[config.mk]
export PLATFORM = sky130hd
export DESIGN_NAME = comp1_agent1_responder
export DESIGN_NICKNAME = d
export VERILOG_FILES = /design/src/rtl/comp1_agent1_responder.sv
export SDC_FILE = /design/constraint.sdc
export NUM_CORES = 1
export LEC_CHECK = 0
export ABC_AREA = 1
export CAP_MARGIN = 20
export CORE_ASPECT_RATIO = 1.4
export CORE_UTILIZATION = 35
export DETAILED_ROUTE_END_ITERATION = 16
export GPL_ROUTABILITY_DRIVEN = 0
export GPL_TIMING_DRIVEN = 0
export HOLD_SLACK_MARGIN = 0.1
export PLACE_DENSITY = 0.59
export SYNTH_ARGS = -nofsm -noshare
export SYNTH_HDL_FRONTEND = slang
export SYNTH_SLANG_ARGS = --single-unit
export TNS_END_PERCENT = 1
[constraint.sdc]
create_clock -name clk -period 6 [get_ports clk]
set_input_delay 1.2 -clock clk [delete_from_list [all_inputs] [get_ports clk]]
set_output_delay 1.2 -clock clk [all_outputs]
set_load 0.05 [all_outputs]
[src/rtl/comp1_agent1_responder.sv]
// comp1_agent1_responder
//   Device-side responder on the comp1_agent1 request/response channel.
//   Requests are accepted on a valid/ready handshake and queued in an
//   in-order FIFO. One at a time, the head is popped into a holding
//   register, held for cfg_lat idle cycles, and then returned as a
//   response (data+1, wrap flag) that stays valid until resp_ready.
//
// Ports
//   clk         clock, all logic on posedge
//   rst_n       asynchronous active-low reset
//   req_valid   request valid
//   req_ready   request ready (FIFO not full)
//   req_id      request id
//   req_data    request payload
//   resp_valid  response valid
//   resp_ready  response ready
//   resp_id     id of the request being answered
//   resp_data   req_data + 1, modulo 2^DW
//   resp_err    1 when req_data was all-ones (increment wrapped)
//   resp_par    (COMP1_AGENT1_RESP_PARITY_EN only) ^{resp_id,resp_data,resp_err}
//   cfg_lat     idle cycles between FIFO pop and resp_valid
//   req_cnt     accepted-request counter, wraps 0xFFFF -> 0
//
// Configuration macro: COMP1_AGENT1_RESP_PARITY_EN adds the resp_par output.

module comp1_agent1_responder #(
  parameter int DW    = 8,
  parameter int IDW   = 4,
  parameter int DEPTH = 4,
  parameter int LAT_W = 4
) (
  input  logic             clk,
  input  logic             rst_n,
  input  logic             req_valid,
  output logic             req_ready,
  input  logic [IDW-1:0]   req_id,
  input  logic [DW-1:0]    req_data,
  output logic             resp_valid,
  input  logic             resp_ready,
  output logic [IDW-1:0]   resp_id,
  output logic [DW-1:0]    resp_data,
  output logic             resp_err,
  input  logic [LAT_W-1:0] cfg_lat,
`ifdef COMP1_AGENT1_RESP_PARITY_EN
  output logic             resp_par,
`endif
  output logic [15:0]      req_cnt
);

  localparam int AW = $clog2(DEPTH);
  localparam int EW = IDW + DW;
  localparam logic [AW:0] FULL_CNT = (AW+1)'(DEPTH);

  typedef enum logic [1:0] {
    S_IDLE = 2'd0,
    S_WAIT = 2'd1,
    S_RESP = 2'd2
  } state_t;

  // ------------------------------------------------------------------
  // Request FIFO
  // ------------------------------------------------------------------
  logic [EW-1:0] mem [DEPTH];
  logic [AW-1:0] wr_ptr_reg;
  logic [AW-1:0] rd_ptr_reg;
  logic [AW:0]   count_reg;

  logic full;
  logic empty;
  logic push;
  logic pop;

  state_t          state_reg;
  logic [LAT_W-1:0] cnt_reg;

  assign full  = (count_reg == FULL_CNT);
  assign empty = (count_reg == '0);

  // Ready comes from registered occupancy only; a pop in the same cycle
  // does not open the door early. Held low while reset is asserted.
  assign req_ready = rst_n & ~full;
  assign push      = req_valid & req_ready;

  // The FSM pops whenever it is idle, or when the current response is
  // handshaken (back-to-back service).
  assign pop = ~empty & ((state_reg == S_IDLE) |
                         ((state_reg == S_RESP) & resp_ready));

  // Storage array has no reset; only pointers/count define contents.
  always_ff @(posedge clk) begin
    if (push) begin
      mem[wr_ptr_reg] <= {req_id, req_data};
    end
  end

  always_ff @(posedge clk or negedge rst_n) begin
    if (!rst_n) begin
      wr_ptr_reg <= '0;
      rd_ptr_reg <= '0;
      count_reg  <= '0;
      req_cnt    <= '0;
    end else begin
      if (push) begin
        wr_ptr_reg <= wr_ptr_reg + 1'b1;
        req_cnt    <= req_cnt + 16'd1;
      end
      if (pop) begin
        rd_ptr_reg <= rd_ptr_reg + 1'b1;
      end
      case ({push, pop})
        2'b10:   count_reg <= count_reg + 1'b1;
        2'b01:   count_reg <= count_reg - 1'b1;
        default: count_reg <= count_reg;
      endcase
    end
  end

  // ------------------------------------------------------------------
  // Head decode and response arithmetic
  // ------------------------------------------------------------------
  logic [EW-1:0]  head;
  logic [IDW-1:0] head_id;
  logic [DW-1:0]  head_data;
  logic [DW-1:0]  head_inc;
  logic           head_wrap;

  assign head      = mem[rd_ptr_reg];
  assign head_id   = head[EW-1:DW];
  assign head_data = head[DW-1:0];
  assign head_inc  = head_data + 1'b1;
  assign head_wrap = &head_data;

`ifdef COMP1_AGENT1_RESP_PARITY_EN
  logic head_par;
  assign head_par = ^{head_id, head_inc, head_wrap};
`endif

  // ------------------------------------------------------------------
  // Response FSM. The payload registers double as the holding register:
  // they are loaded at pop and stay frozen until the next pop, so the
  // payload is stable for the whole time resp_valid is high.
  // ------------------------------------------------------------------
  always_ff @(posedge clk or negedge rst_n) begin
    if (!rst_n) begin
      state_reg  <= S_IDLE;
      cnt_reg    <= '0;
      resp_valid <= 1'b0;
      resp_id    <= '0;
      resp_data  <= '0;
      resp_err   <= 1'b0;
`ifdef COMP1_AGENT1_RESP_PARITY_EN
      resp_par   <= 1'b0;
`endif
    end else begin
      if (pop) begin
        resp_id   <= head_id;
        resp_data <= head_inc;
        resp_err  <= head_wrap;
        // cfg_lat is captured here so later changes only affect later pops.
        cnt_reg   <= cfg_lat;
`ifdef COMP1_AGENT1_RESP_PARITY_EN
        resp_par  <= head_par;
`endif
      end

      case (state_reg)
        S_IDLE: begin
          if (pop) begin
            state_reg <= S_WAIT;
          end
        end
        S_WAIT: begin
          if (cnt_reg == '0) begin
            state_reg  <= S_RESP;
            resp_valid <= 1'b1;
          end else begin
            cnt_reg <= cnt_reg - 1'b1;
          end
        end
        S_RESP: begin
          if (resp_ready) begin
            resp_valid <= 1'b0;
            state_reg  <= pop ? S_WAIT : S_IDLE;
          end
        end
        default: begin
          state_reg  <= S_IDLE;
          resp_valid <= 1'b0;
        end
      endcase
    end
  end

endmodule

After elaboration in Yosys (flattened, before gate mapping)
Memories as Yosys holds them, arrays and structs flattened.
Cells that the tools add are included.

word-level totals
  logic and storage cells = 55
  RAM bits = 48
  output and inout bits = 31
  input port bits = 20
  memories kept = 1
  bits in registers = 43

cells by class
  reduce and logical (&&, ||, !) cells = 7
  add/sub/neg operators = 7
  mux-type cells = 14
  equal/unequal tests = 8
  bitwise gates (word level) = 8

memory list
  memory  words  width  read ports  clocked after memory_dff  write ports  RTL line  RTL
  mem     4      12     1           0                         1            63        logic [EW-1:0] mem [DEPTH];

operators with widths
  kind                     count
  $add A16 B1 Y16 const B  1
  $mux W4                  3
  $add A8 B1 Y8 const B    1
  $reduce_and A8 Y1        1
  $mux W2                  3
  $ne A2 B2 Y1 const B     3
  $pmux W2 S3              1
  $pmux W3 S2              1
  $reduce_and A3 Y1        2
  $mux W1                  5
  $add A2 B1 Y2 const B    2
  $and A1 B1 Y1            4
  $eq A2 B1 Y1 const B     2
  $eq A2 B2 Y1 const B     2
  $logic_not A4 Y1         1
  $sub A4 B1 Y4 const B    1
  $add A3 B1 Y3 const B    1
  $eq A3 B3 Y1 const B     1
  $logic_not A3 Y1         1
  $not A1 Y1               3
  $pmux W1 S3              1
  $sub A3 B1 Y3 const B    1
  $logic_not A2 Y1         1
  $reduce_bool A2 Y1       1
  $or A1 B1 Y1             1

Depth between registers and ports, before layout
  depth in word-level cells = 7
  mapped depth = 13
  depth with buffers taken out = 12

Worst setup path before layout
OpenSTA, ideal clock, no wires.

  path kind = input port to output port
  start point = input rst_n
  end point = output req_ready
  setup slack = 3.188 ns
  cell stages on the path = 1
  buffers on the path = 0
  arrival = 1.612 ns
  data required time = 4.800 ns
  cells stage by stage = and2_1

on the way
  longest elaborated chain between the ends = 1

ends and longest elaborated chain
  element        RTL line  RTL
  from (decl)    33        input logic rst_n,
  $and A1 B1 Y1  81        assign req_ready = rst_n & ~full;
  to (decl)      35        output logic req_ready,

No other way between the ends.

Worst setup path in the final report
Same ends and word-level chain as after synthesis.

==> run_results.csv <==
group,metric,value,unit
clocking,h-tree-depth,3,
power,p_total,0.00267,W
clocking,clk-insertion-delay-late,350,ps
critical_path,required,4800,ps
critical_path,critPathLaunchType,"input pin",
critical_path,cpLargestDelayFamily,"buffers and inverters",
yosys,synth_area_leader_cell,"edfxtp_1",
finish,reg.largest.list,"mem (48), req_cnt (16), resp_data (8)",
timing,fin_setup_tns,0,ps
yosys,synth_sequential_area_ratio,58.9,%
detailed_routing,vias,3036,
floorplanning,die_h,133,um
clocking,cts_tree,"yes",
timing,max_slew_margin,48.4,%
power,power_frac_comb,46.3,%
place,detailed_place_hpwl,6550,um
clocking,cts_num_sinks,91,
yosys,synth_flop_cell,"edfxtp_1",
finish,multi_input_area,0.00148,mm^2
critical_path,end_kind,"output pin",
detailed_routing,topRoutingLayerUsed,"met4",
yosys,synth_enable_flop_cells,48,
place,numPlacedInstances,631,
floorplanning,start_util,36.0,%
finish,diodes,0,
power,power_density,505,mW/mm^2
finish,largest_register_ffs,48,
finish,area_growth,24.0,%
clocking,cts_made_buffers,9,
yosys,async_flop_share,47.3,%
flow_run,cap_viol_max_count,0,
yosys,synth-seq-cells,91,
yosys,syn_nets,458,
floorplanning,core_area,0.0119,mm^2
timing,period_needed,3960,ps
place,placed_area,0.00502,mm^2
finish,final_layout_size_suffix_gt1_share,13.2,%
finish,fill_cells,1124,
timing,setup_viol,0,
floorplanning,rows,47,
detailed_routing,wl_per_cell,13.7,um
yosys,synth.cell_area,0.00427,mm^2
grt,grt_pass1_vias,3015,
detailed_routing,dr_wl_met2,4640,um
yosys,yosysUniqueCellTypes,39,
power,power_frac_seq,33.9,%
detailed_routing,via_per_inst,4.69,
detailed_routing,drc,0,
timing,worstMarginPinSlew,771,ps
clocking,postCtsSetupRepairBufs,0,
floorplanning,io_pins,51,
detailed_routing,finalWirelength,8840,um
detailed_routing,route.antenna.remaining_nets,0,
timing,finalCritPeriodShare,65.9,%
finish,top_register,"mem",
yosys,synth_area_leaders,"edfxtp_1 34%, dfrtp_1 25%, nand2_1 10%, inv_1 3.5%, nor2_1 3.2%",
grt,grt_use_total,15.4,%
yosys,synth_top_area_share,33.7,%
worst_hold_path,hold_class,"reg2reg",
clocking,cts_root_buf,"clkbuf_16",
finish,nets,524,
floorplanning,dieArea,0.0127,mm^2
power,leakagePower,2.25,nW
yosys,synth.most_common_cell,"nand2_1",
critical_path,cp.buffers_inverters,3,
detailed_routing,first_iter_violations,117,
power,swShare,42.8,%
yosys,yosys-top-cells-count,"119 x nand2_1, 48 x edfxtp_1, 43 x dfrtp_1, 40 x inv_1, 37 x nor2_1",
finish,design_area,0.00530,mm^2
finish,regArea,0.00252,mm^2
yosys,netlist_instances,429,
clocking,cts_hold_buf,0,
detailed_routing,drtPass1Iterations,4,
timing,hold_viol,0,
clocking,postCtsResizedCells,0,
critical_path,critical_path_arrival,2760,ps
yosys,yosys_warnings,0,
power,internal_power,0.00153,W
grt,grt_antenna_before_repair,0,
yosys,synth_area_per_cell,9.96,um^2
power,vdd_ir_drop_max,0.200,mV
critical_path,worstPathCellList,"buf_2 -> buf_12 -> and2_1 -> clkdlybuf4s50_1",
grt,grt_pass1_wl,14700,um
grt,grt_max_degree,32,
finish,finalNonFillerCells,647,
timing,rsz0062_at_grt,"no",
floorplanning,die_w,95.4,um
timing,fmax,253,MHz
critical_path,critPathKind,"in2out",
grt,grt.overflow.total,0,
critical_path,cp_slowest_cell,"clkdlybuf4s50_1",
place,port_buffers,50,
clocking,clockBufferDepth,2,
outcome,status,"finished clean",
critical_path,cp_max_fo,31,
detailed_routing,drt-met1-wl,3740,um
timing,finClkSkew,7.77,ps
detailed_routing,dr_wl_met3,268,um
critical_path,critPathMaxStageDelay,790,ps
power,clkPwrFrac,19.8,%
timing,slew_viol_final,0,
clocking,path_clk_slew,60,ps
power,power.switching,0.00114,W
==> area by class of cell <==
cell class	instances	share of cell area, %
sequential	91	47.5
multi-input combinational	280	27.8
timing repair buffer	55	10.6
clock buffer	11	4.58
tap	147	3.47
inverter	46	3.40
buffer	12	1.91
clock inverter	5	0.732
==> logic make-up after synthesis <==
| group | share of synthesized area, % |
|---|---|
| AOI/OAI and AO/OA | 5.27 |
| adders and majority gates | 2.81 |
| xor gates and xnor gates | 3.28 |
| buffers and inverters | 6.59 |
| and+or+nand+nor | 23.2 |
| DFF | 58.9 |
==> power by group through the flow <==
| stage | clock network, W | registers [W] | logic (W) |
|---|---|---|---|
| 2_1_floorplan | 0 | 0.00111 | 0.000690 |
| 3_3_place_gp | 0 | 0.000915 | 0.00121 |
| 3_5_place_dp | 0 | 0.000921 | 0.00124 |
| 4_1_cts | 0.000542 | 0.000909 | 0.00125 |
| 5_1_grt | 0.000563 | 0.000928 | 0.00138 |
| 6_report | 0.000530 | 0.000906 | 0.00124 |
==> path summary, 6_finish.rpt <==
check	startpoint	end	slack (ps)	cells after the start
min reg2reg	resp_data[5]$_DFFE_PN0N_	resp_data[5]$_DFFE_PN0N_	480	2
max in group asynchronous	rst_n	resp_data[0]$_DFFE_PN0N_	4710	2
max	rst_n	req_ready	2040	4
max reg2reg	state_reg[1]$_DFFE_PN0P_	count_reg[2]$_DFFE_PN0P_	3760	10
min	resp_data[5]$_DFFE_PN0N_	resp_data[5]$_DFFE_PN0N_	480	2
min in group asynchronous	rst_n	req_cnt[7]$_DFFE_PN0P_	770	1
==> routing by layer <==
metal | up-vias | track usage [%]
li1 | 1531 | -
met1 | 1445 | 18.3
met2 | 44 | 26.3
met3 | 16 | 3.51
met4 | 0 | 6.63
met5 | - | 0
==> worst reg2reg max path, stage by stage (launching register included) <==
cell and delay [ps]:
dfrtp_1 380, inv_1 90, o21ai_1 100, nor2_4 240, buf_2 290, ha_1 180
inv_1 70, fa_1 380, a21oi_1 150, o21ai_0 120, xnor2_1 140
==> cells in the final DEF (no fill, tap or decap), types with 3 or more instances in the layout <==
master           instances
ha_1                     8
a31oi_1                  3
dfrtp_1                 43
nor3_1                   3
xor2_1                   8
nor2_1                  37
a21oi_1                  5
xnor2_1                  8
o21ai_0                 20
clkinvlp_4               4
o21ai_1                  5
inv_1                   40
o22ai_1                  4
nor2_2                   3
edfxtp_1                48
buf_6                    7
clkdlybuf4s50_1         49
nand3_1                 23
nor2_4                   3
clkbuf_16                9
nand2_2                 11
nand2_1                119
nand3_2                  5
buf_2                    7
==> metrics by stage <==
step                util, %  worst slack (ps)  hold slack (ps)
floorplan                 -              3190              490
global placement       41.7               505              463
detailed placement     42.2              2000              468
CTS                    44.6              1990              486
global route           44.6              1910              525
finish                 44.6              2040              479
Power figures use the tool's default switching activity.
